`src/rtl/decode_pkg.sv`:
```
`default_nettype none
// ============================================================================
//  Package  : decode_pkg
//  Purpose  : Shared types and constants for the decode-stage scoreboard.
//  Revision : 1.0 - initial release
// ============================================================================
package decode_pkg;

  // Width of the opaque control bundle carried alongside each instruction.
  localparam int CTRL_W     = 8;
  // Register index width for the default 16-entry register file.
  localparam int REG_AW     = 4;
  // Operand width of the default configuration.
  localparam int DATA_W_DEF = 16;

  typedef logic [REG_AW-1:0] regaddr_t;

  // Hazard policy: stall on any pending source, or only on load-use.
  typedef enum logic {
    FWD_OFF      = 1'b0,
    FWD_LOAD_USE = 1'b1
  } fwd_mode_e;

  // ID/EX slot contents in the default configuration.
  typedef struct packed {
    regaddr_t              rd;
    logic                  we;
    logic [DATA_W_DEF-1:0] rs_data;
    logic [DATA_W_DEF-1:0] rt_data;
    logic [CTRL_W-1:0]     ctrl;
  } idex_payload_t;

endpackage
`default_nettype wire

```
`src/rtl/sb_entry.sv`:
```
`default_nettype none
// ============================================================================
//  Module   : sb_entry
//  Purpose  : One scoreboard entry: cycles-to-writeback counter plus a flag
//             marking the pending write as a memory load.
//  Revision : 1.0 - initial release
// ============================================================================
module sb_entry #(
  parameter int WB_LAT = 3,
  parameter int CNT_W  = $clog2(WB_LAT + 1)
) (
  input  logic             clk,
  input  logic             rst,
  input  logic             set,
  input  logic             set_ld,
  input  logic             clr,
  input  logic             tick,
  output logic [CNT_W-1:0] cnt,
  output logic             ld
);

  localparam logic [CNT_W-1:0] CNT_LOAD = CNT_W'(WB_LAT);
  localparam logic [CNT_W-1:0] CNT_ONE  = CNT_W'(1);

  logic [CNT_W-1:0] r_cnt;
  logic             r_ld;

  // A new write reloads the entry (newest writer wins), a squash empties it,
  // otherwise it counts down on every cycle the pipe advances.
  always_ff @(posedge clk) begin
    if (rst) begin
      r_cnt <= '0;
      r_ld  <= 1'b0;
    end else if (set) begin
      r_cnt <= CNT_LOAD;
      r_ld  <= set_ld;
    end else if (clr) begin
      r_cnt <= '0;
      r_ld  <= 1'b0;
    end else if (tick && (r_cnt != '0)) begin
      r_cnt <= r_cnt - CNT_ONE;
      if (r_cnt == CNT_ONE) begin
        r_ld <= 1'b0;
      end
    end
  end

  assign cnt = r_cnt;
  assign ld  = r_ld;

endmodule
`default_nettype wire

```
`src/rtl/decode_scoreboard.sv`:
```
`default_nettype none
// ============================================================================
//  Module   : decode_scoreboard
//  Purpose  : Decode-stage RAW hazard scoreboard with a single ID/EX slot,
//             optional load-use-only stalling, flush and stall accounting.
//  Revision : 1.0 - initial release
// ============================================================================
module decode_scoreboard
  import decode_pkg::*;
#(
  parameter int NUM_REGS = 16,
  parameter int DATA_W   = 16,
  parameter int WB_LAT   = 3,
  parameter int FWD_EN   = 0
) (
  input  logic                        clk,
  input  logic                        rst,
  input  logic                        in_valid,
  output logic                        in_ready,
  input  logic [$clog2(NUM_REGS)-1:0] in_rs,
  input  logic [$clog2(NUM_REGS)-1:0] in_rt,
  input  logic [$clog2(NUM_REGS)-1:0] in_rd,
  input  logic                        in_use_rs,
  input  logic                        in_use_rt,
  input  logic                        in_we,
  input  logic                        in_is_load,
  input  logic [DATA_W-1:0]           in_rs_data,
  input  logic [DATA_W-1:0]           in_rt_data,
  input  logic [CTRL_W-1:0]           in_ctrl,
  output logic                        out_valid,
  input  logic                        out_ready,
  output logic [$clog2(NUM_REGS)-1:0] out_rd,
  output logic                        out_we,
  output logic [DATA_W-1:0]           out_rs_data,
  output logic [DATA_W-1:0]           out_rt_data,
  output logic [CTRL_W-1:0]           out_ctrl,
  input  logic                        flush,
  output logic                        stall,
  output logic [15:0]                 stall_cnt
);

  localparam int               RA_W     = $clog2(NUM_REGS);
  localparam int               CNT_W    = $clog2(WB_LAT + 1);
  localparam logic [CNT_W-1:0] CNT_FULL = CNT_W'(WB_LAT);
  localparam fwd_mode_e        FWD_MODE = (FWD_EN != 0) ? FWD_LOAD_USE : FWD_OFF;

  logic [NUM_REGS-1:0][CNT_W-1:0] w_cnt;
  logic [NUM_REGS-1:0]            w_ld;
  logic w_adv, w_issue, w_stall, w_kill;
  logic w_rs_hz, w_rt_hz;

  logic              r_out_valid;
  logic              r_out_we;
  logic [RA_W-1:0]   r_out_rd;
  logic [DATA_W-1:0] r_out_rs_data;
  logic [DATA_W-1:0] r_out_rt_data;
  logic [CTRL_W-1:0] r_out_ctrl;
  logic [15:0]       r_stall_cnt;

  // Register 0 is hard-wired and never pending.
  assign w_cnt[0] = '0;
  assign w_ld[0]  = 1'b0;

  // Source hazard check; with forwarding only a load still in its first
  // cycle after capture is unavailable to the next instruction.
  always_comb begin
    w_rs_hz = 1'b0;
    w_rt_hz = 1'b0;
    if (FWD_MODE == FWD_LOAD_USE) begin
      w_rs_hz = in_use_rs && w_ld[in_rs] && (w_cnt[in_rs] == CNT_FULL);
      w_rt_hz = in_use_rt && w_ld[in_rt] && (w_cnt[in_rt] == CNT_FULL);
    end else begin
      w_rs_hz = in_use_rs && (w_cnt[in_rs] != '0);
      w_rt_hz = in_use_rt && (w_cnt[in_rt] != '0);
    end
  end

  // Reset masks stale counters so no stall is reported while it is applied.
  assign w_stall  = in_valid & (w_rs_hz | w_rt_hz) & ~flush & ~rst;
  assign w_adv    = out_ready | ~r_out_valid;
  assign in_ready = w_adv & ~w_stall & ~flush;
  assign w_issue  = in_valid & in_ready;
  // A squashed slot that was going to write must release its destination.
  assign w_kill   = flush & r_out_valid & r_out_we;

  for (genvar r = 1; r < NUM_REGS; r++) begin : g_entry
    logic w_set, w_clr;
    assign w_set = w_issue & in_we & (in_rd == RA_W'(r));
    assign w_clr = w_kill & (r_out_rd == RA_W'(r));

    sb_entry #(
      .WB_LAT (WB_LAT),
      .CNT_W  (CNT_W)
    ) u_entry (
      .clk    (clk),
      .rst    (rst),
      .set    (w_set),
      .set_ld (in_is_load),
      .clr    (w_clr),
      .tick   (out_ready),
      .cnt    (w_cnt[r]),
      .ld     (w_ld[r])
    );
  end

  // ID/EX slot: capture on issue, bubble when advancing without issue, hold
  // under backpressure; also accumulates hazard-stall cycles.
  always_ff @(posedge clk) begin
    if (rst) begin
      r_out_valid   <= 1'b0;
      r_out_we      <= 1'b0;
      r_out_rd      <= '0;
      r_out_rs_data <= '0;
      r_out_rt_data <= '0;
      r_out_ctrl    <= '0;
      r_stall_cnt   <= '0;
    end else begin
      if (flush) begin
        r_out_valid <= 1'b0;
        r_out_we    <= 1'b0;
      end else if (w_adv) begin
        r_out_valid <= w_issue;
        r_out_we    <= w_issue & in_we;
        if (w_issue) begin
          r_out_rd      <= in_rd;
          r_out_rs_data <= in_rs_data;
          r_out_rt_data <= in_rt_data;
          r_out_ctrl    <= in_ctrl;
        end
      end
      if (w_stall && (r_stall_cnt != 16'hFFFF)) begin
        r_stall_cnt <= r_stall_cnt + 16'd1;
      end
    end
  end

  assign out_valid   = r_out_valid;
  assign out_we      = r_out_we;
  assign out_rd      = r_out_rd;
  assign out_rs_data = r_out_rs_data;
  assign out_rt_data = r_out_rt_data;
  assign out_ctrl    = r_out_ctrl;
  assign stall       = w_stall;
  assign stall_cnt   = r_stall_cnt;

endmodule
`default_nettype wire

```
`config.mk`:
```
export PLATFORM = sky130hd
export DESIGN_NAME = decode_scoreboard
export DESIGN_NICKNAME = d
export VERILOG_FILES = /design/src/rtl/decode_pkg.sv /design/src/rtl/sb_entry.sv /design/src/rtl/decode_scoreboard.sv
export SDC_FILE = /design/constraint.sdc
export NUM_CORES = 1
export LEC_CHECK = 0
export BUFFER_PORTS_ARGS = -buffer_cell sky130_fd_sc_hd__buf_2
export CAP_MARGIN = 30
export CORE_ASPECT_RATIO = 1.25
export CORE_MARGIN = 2
export CORE_UTILIZATION = 53
export CTS_CLUSTER_DIAMETER = 50
export CTS_CLUSTER_SIZE = 12
export DETAILED_ROUTE_END_ITERATION = 16
export PLACE_DENSITY = 0.83
export SLEW_MARGIN = 5
export SYNTH_ARGS = -nofsm -noshare
export SYNTH_HDL_FRONTEND = slang
export SYNTH_SLANG_ARGS = --single-unit
export TNS_END_PERCENT = 5
```
`constraint.sdc`:
```
create_clock -name clk -period 3.2 [get_ports clk]
set_input_delay 0.16 -clock clk [delete_from_list [all_inputs] [get_ports clk]]
set_output_delay 0.16 -clock clk [all_outputs]
set_load 0.01 [all_outputs]
```
# --- Yosys cells after proc, flatten, opt, wreduce, memory -nomap -nowiden ---
# Cells that the tools add are included.
# W data, S select, Z words.
word_totals:
  mem_bits_ro: 0
  latch_bits: 0
  register_bits: 92
  elab_cells: 217
  mem_bits_rw: 0
  n_memories: 0
  input_bits: 61
classes:
  shift: 0
  n_mul: 0
  muxes: 49
  bitwise: 45
  add_sub_neg: 16
  reduce_logical: 52
  n_lt_le_gt_ge: 2
  n_eq_ne: 31
  div_mod_pow: 0
ops:
  columns: ["operator", "n"]
  rows:
  - ["$mux W2", 47]
  - ["$eq A4 B4 Y1 const B", 16]
  - ["$reduce_bool A3 Y1", 15]
  - ["$and A1 B1 Y1", 39]
  - ["$reduce_bool A2 Y1", 17]
  - ["$eq A4 B3 Y1 const B", 8]
  - ["$sub A2 B1 Y2 const B", 15]
  - ["$logic_and A1 B1 Y1", 18]
  - ["$add A16 B1 Y16 const B", 1]
  - ["$bmux W2 S4", 2]
  - ["$eq A4 B2 Y1 const B", 4]
  - ["$ne A16 B16 Y1 const B", 1]
  - ["$lt A4 B5 Y1 const B", 2]
  - ["$eq A4 B1 Y1 const B", 2]
  - ["$not A1 Y1", 4]
  - ["$reduce_and A3 Y1", 1]
  - ["$or A1 B1 Y1", 2]
  - ["$reduce_or A2 Y1", 1]

# --- Longest topological paths before layout ---
depth:
  ltp_word: 15
  depth_mapped: 11
  depth_no_buf: 8

# --- Cells and area by module ---
# Synthesis repeated with hierarchy kept, for this count alone.
hier_totals:
  cells_unflattened: 677
  hier_area_um2: 5766.8
by_module_without_submodules:
  columns: ["mod", "seq_area_each_um2", "instances", "area_each_um2", "cells_each"]
  rows:
  - ["decode_scoreboard", 1241.2, 1, 3139.3, 362]
  - ["sb_entry", 60.1, 15, 175.2, 21]

# --- Least setup slack after synthesis ---
# No wires, ideal clock.
synth_path:
  path_kind: "register -> output"
  startpoint: "register g_entry[13].u_entry.r_cnt[1]"
  endpoint: "output in_ready"
  path_stages_with_launch: 10
  t_arrival_ns: 2.281
  slack_ns: 0.759
  n_path_buf: 2
  cell_sequence: "dfxtp_1 -> or2_1 -> mux2_2 -> mux4_2 -> a32oi_1 -> and2_1 -> buf_2 -> buf_2 -> inv_1 -> nor3_1"
synth_between:
  elab_chain_len: 11
  elab_cells_between_ends: 15
  cone_classes: "mux (4); bitwise (7); reduce/logical (4)"
synth_lines:
  columns: ["item", "line", "rtl"]
  rows:
  - ["from (decl)", "sb_entry.sv:25", "logic [CNT_W-1:0] r_cnt;"]
  - ["from (signal assigned)", "sb_entry.sv:41", "r_cnt <= r_cnt - CNT_ONE;"]
  - ["$bmux W2 S4, on equally long branches", "decode_scoreboard.sv:73, decode_scoreboard.sv:74", null]
  - ["$mux W2, on equally long branches", "decode_scoreboard.sv:73, decode_scoreboard.sv:74", null]
  - ["$reduce_bool A2 Y1, on equally long branches", "decode_scoreboard.sv:73, decode_scoreboard.sv:74", null]
  - ["$logic_and A1 B1 Y1, on equally long branches", "decode_scoreboard.sv:73, decode_scoreboard.sv:74", null]
  - ["$or A1 B1 Y1 (*)", "decode_scoreboard.sv:79", "assign w_stall = in_valid & (w_rs_hz | w_rt_hz) & ~flush & ~rst;"]
  - ["$and A1 B1 Y1 (*) (3 in series)", "decode_scoreboard.sv:79", null]
  - ["via stall", "decode_scoreboard.sv:38", "output logic stall,"]
  - ["$not A1 Y1 (*)", "decode_scoreboard.sv:81", "assign in_ready = w_adv & ~w_stall & ~flush;"]
  - ["$and A1 B1 Y1 (*) (2 in series)", "decode_scoreboard.sv:81", null]
  - ["to (decl)", "decode_scoreboard.sv:19", "output logic in_ready,"]
# The timed path passes the listed nets; every way through them passes the cells marked *. The select of a mux whose other input is x is not followed.

# --- Worst setup path in the final report ---
layout_path:
  startpoint: "register g_entry[9].u_entry.r_cnt[1]"
  endpoint: "output in_ready"
layout_between:
  elab_chain_len: 11
  elab_cells_between_ends: 15
  cone_classes: "mux (4); bitwise (7); reduce/logical (4)"
layout_lines:
  columns: ["item", "line"]
  rows:
  - ["from (decl)", "sb_entry.sv:25"]
  - ["from (signal assigned)", "sb_entry.sv:41"]
  - ["$bmux W2 S4, on equally long branches", "decode_scoreboard.sv:73, decode_scoreboard.sv:74"]
  - ["$mux W2, on equally long branches", "decode_scoreboard.sv:73, decode_scoreboard.sv:74"]
  - ["$reduce_bool A2 Y1, on equally long branches", "decode_scoreboard.sv:73, decode_scoreboard.sv:74"]
  - ["$logic_and A1 B1 Y1, on equally long branches", "decode_scoreboard.sv:73, decode_scoreboard.sv:74"]
  - ["$or A1 B1 Y1 (*)", "decode_scoreboard.sv:79"]
  - ["$and A1 B1 Y1 (*) (3 in series)", "decode_scoreboard.sv:79"]
  - ["$not A1 Y1 (*)", "decode_scoreboard.sv:81"]
  - ["$and A1 B1 Y1 (*) (2 in series)", "decode_scoreboard.sv:81"]
# Every way passes the cells marked *; elsewhere a longest branch is shown, timed or not. The select of a mux whose other input is x is not followed.

==> run_results.csv <==
group,metric,value,unit
critical_path,max_stage_delay,450,ps
logic_synthesis,synthCells,531,
timing,worst_slew_pin_slew,785,ps
critical_path,r2r-start,"g_entry[9].u_entry.cnt[1]",
logic_synthesis,syn_area,4590,µm²
timing,setup_tns,0,ps
die,start_util,55.1,%
timing,grt_setup_unrepaired,"false",
clock_tree,cts.clk_slew.worst_paths,100,ps
critical_path,worstPathCellList,"or2_0, mux2_2, mux4_2, a32oi_1, and2_2, inv_1, nor3_1, buf_2",
detailed_routing,vias_per_cell,5.67,
critical_path,cp_max_fo,11,
clock_tree,cts_resized,0,
detailed_routing,drt_iter0_markers,213,
die,die_h,108,µm
critical_path,r2r_slack,480,ps
logic_synthesis,synth.avg_cell_area,8.64,µm²
timing,fin_ws,256,ps
power_and_ir_drop,peakVddDrop,0.409,mV
critical_path,cp-start-kind,"register",
finish,fin_nets,719,
grt,grt_pass1_vias,4050,
logic_synthesis,netlist_top_cells_area,"dfxtp_1 (40%), mux2i_1 (9.6%), nor2_1 (5.7%)",
timing,fin_crit,2940,ps
clock_tree,post_cts_buffers,0,
placement,numPortBuffers,123,
critical_path,path_buf_inv,2,
grt,overflow,0,
critical_path,critPathSlowestCell,"mux4_2",
detailed_routing,drt-pass1-iter-count,4,
detailed_routing,drt.antenna.violating_nets,0,
die,coreArea,8330,µm²
clock_tree,root_buffer,"clkbuf_8",
grt,grtUsageTotal,23.6,%
logic_synthesis,synth_top_area_share,40.1,%
die,die_x,87.2,µm
detailed_routing,drc,0,
logic_synthesis,synth_top_cell_by_area,"dfxtp_1",
timing,setup_viol,0,
grt,antenna_found_initial,0,
detailed_routing,vias,4218,
clock_tree,cts_max_level,3,
finish,final_common_cell,"buf_2",
min_path,holdCritStartpoint,"in_rs_data[15]",
timing,period_share,92.0,%
detailed_routing,wl_per_cell,14.8,µm
detailed_routing,wirelength,11000,µm
finish,final_cell_mix,"buf_2 (123), dfxtp_1 (92), nor2_1 (70)",
min_path,hold_path.class,"in -> reg",
timing,hold_viol_final,0,
logic_synthesis,yosysWarnings,0,
min_path,min_to,"out_rs_data[15]",
logic_synthesis,synth_edf_count,0,
clock_tree,clock_latency,370,ps
critical_path,rr_worst_depth,9,
die,io_pins,125,
finish,fin_util,65.9,%
placement,pre_cts_ws,511,ps
logic_synthesis,postSynthNetCount,608,
min_path,hold_depth,3,
status,status,"finished clean",
logic_synthesis,synthArstFlopShare,0,%
timing,timing.fmax,340,MHz
timing,maxSlewHeadroom,47.7,%
critical_path,r2r-end,"out_rt_data[14]",
timing,final_max_slew_viol_count,0,
critical_path,crit_arrival,2780,ps
critical_path,critPathTopFamily,"simple AND/OR/NAND/NOR gates",
finish,antenna-diode-count,0,
power_and_ir_drop,p_leak,0.00250,µW
grt,grt_pass1_wl,17900,µm
clock_tree,clock-sinks,92,
finish,areaGrowthSynthToFinish,19.7,%
placement,dpl.hpwl,7970,µm
critical_path,cp_data_required_time,3040,ps
finish,layout-drive-gt1-share,23.6,%
die,die_area,9420,µm²
power_and_ir_drop,p_per_area,526,nW/µm²
flow_run,drv_cap,0,
logic_synthesis,synth.distinct_cells,40,
logic_synthesis,synth-seq-cells,92,
logic_synthesis,yosysSeqAreaShare,40.1,%
clock_tree,cts_tree,"done",
clock_tree,clockBufferDepth,2,
timing,skew,13.0,ps
timing,hold_slack,15.0,ps
clock_tree,cts_buffers,9,
clock_tree,holdBufCountCts,0,
die,row_count,37,
critical_path,crit_type,"reg -> out",
logic_synthesis,ys.flop_type,"dfxtp_1",
grt,grt_max_degree,84,
critical_path,end_kind,"primary output",
placement,globalplace.congestion,0.894,
## cells by family (layout without fill, tap and decap cells)
kind of cell	Yosys count	in the layout	share of synthesized area (%)
AOI/OAI and AO/OA	102	102	14.6
and+or+nand+nor	191	191	20.1
muxes	53	53	12.5
xor gates and xnor gates	15	15	2.86
buffers and inverters	62	178	5.40
DFF	92	92	40.1
adders and majority gates	16	16	4.36
## flip-flops by register name (all words and copies together), names as in the netlist
| register | flops |
|---|---|
| out_ctrl | 8 |
| out_valid | 1 |
| stall_cnt | 16 |
| out_rd | 4 |
| out_we | 1 |
| out_rt_data | 16 |
| out_rs_data | 16 |
| g_entry.u_entry.cnt | 30 |
## worst max path at each step
| stage | cells after the start | endpoint | from |
|---|---|---|---|
| floorplan | 9 | in_ready | g_entry[13].u_entry.cnt[1] |
| global placement | 8 | in_ready | g_entry[9].u_entry.cnt[1] |
| detailed placement | 8 | out_rs_data[1] | g_entry[7].u_entry.cnt[1] |
| CTS | 8 | in_ready | g_entry[9].u_entry.cnt[1] |
| global route | 8 | in_ready | g_entry[9].u_entry.cnt[1] |
| finish | 8 | in_ready | g_entry[9].u_entry.cnt[1] |
## metrics by stage
| step | area, µm² | power, µW | cells |
|---|---|---|---|
| floorplan | 4590 | 1780 | 531 |
| global placement | 5230 | 1920 | 727 |
| detailed placement | 5230 | 1960 | 727 |
| CTS | 5470 | 2890 | 743 |
| global route | 5490 | 3040 | 744 |
| finish | 5490 | 2890 | 744 |
## final cells by class
cell class / count / area (µm²)
clock buffer: 10 / 128
clock inverter: 6 / 111
fill: 691 / 2840
inverter: 35 / 131
multi-input combinational: 377 / 2500
sequential: 92 / 1840
tap: 97 / 121
timing repair buffer: 127 / 658
## Yosys cell counts (10+ instances only)
cell type  instances
dfxtp_1           92
nor2_1            70
mux2i_1           44
inv_1             35
nand2_1           35
a21oi_1           25
o31ai_1           25
o21ai_0           17
ha_1              16
nor2b_1           16
xnor2_1           15
clkbuf_1          13
buf_2             12
or3_1             12
nor3_1            10
## per-layer routing
layer / GRT usage, % / vias to the layer above / part of all wire, % / wire, µm
met1: 28.6 / 1959 / 41 / 4540
li1: - / 2091 / - / -
met5: 0 / - / 0 / 0
met2: 40.3 / 146 / 50 / 5520
met4: 11.1 / 0 / 2.1 / 225
met3: 4.05 / 22 / 6.3 / 691
## worst min-delay path, delay by kind of cell
kind	cells	cell delay, ps
and+or+nand+nor	1	70
muxes	1	50
buffers and inverters	1	70
## report_power, final
part,switching [µW],leakage (µW),total [µW],internal [µW]
Sequential,66.8,0.000749,1310,1240
Clock,422,0.000117,943,521
Combinational,339,0.00163,635,296
No activity file was read; power rests on OpenSTA's default activity.
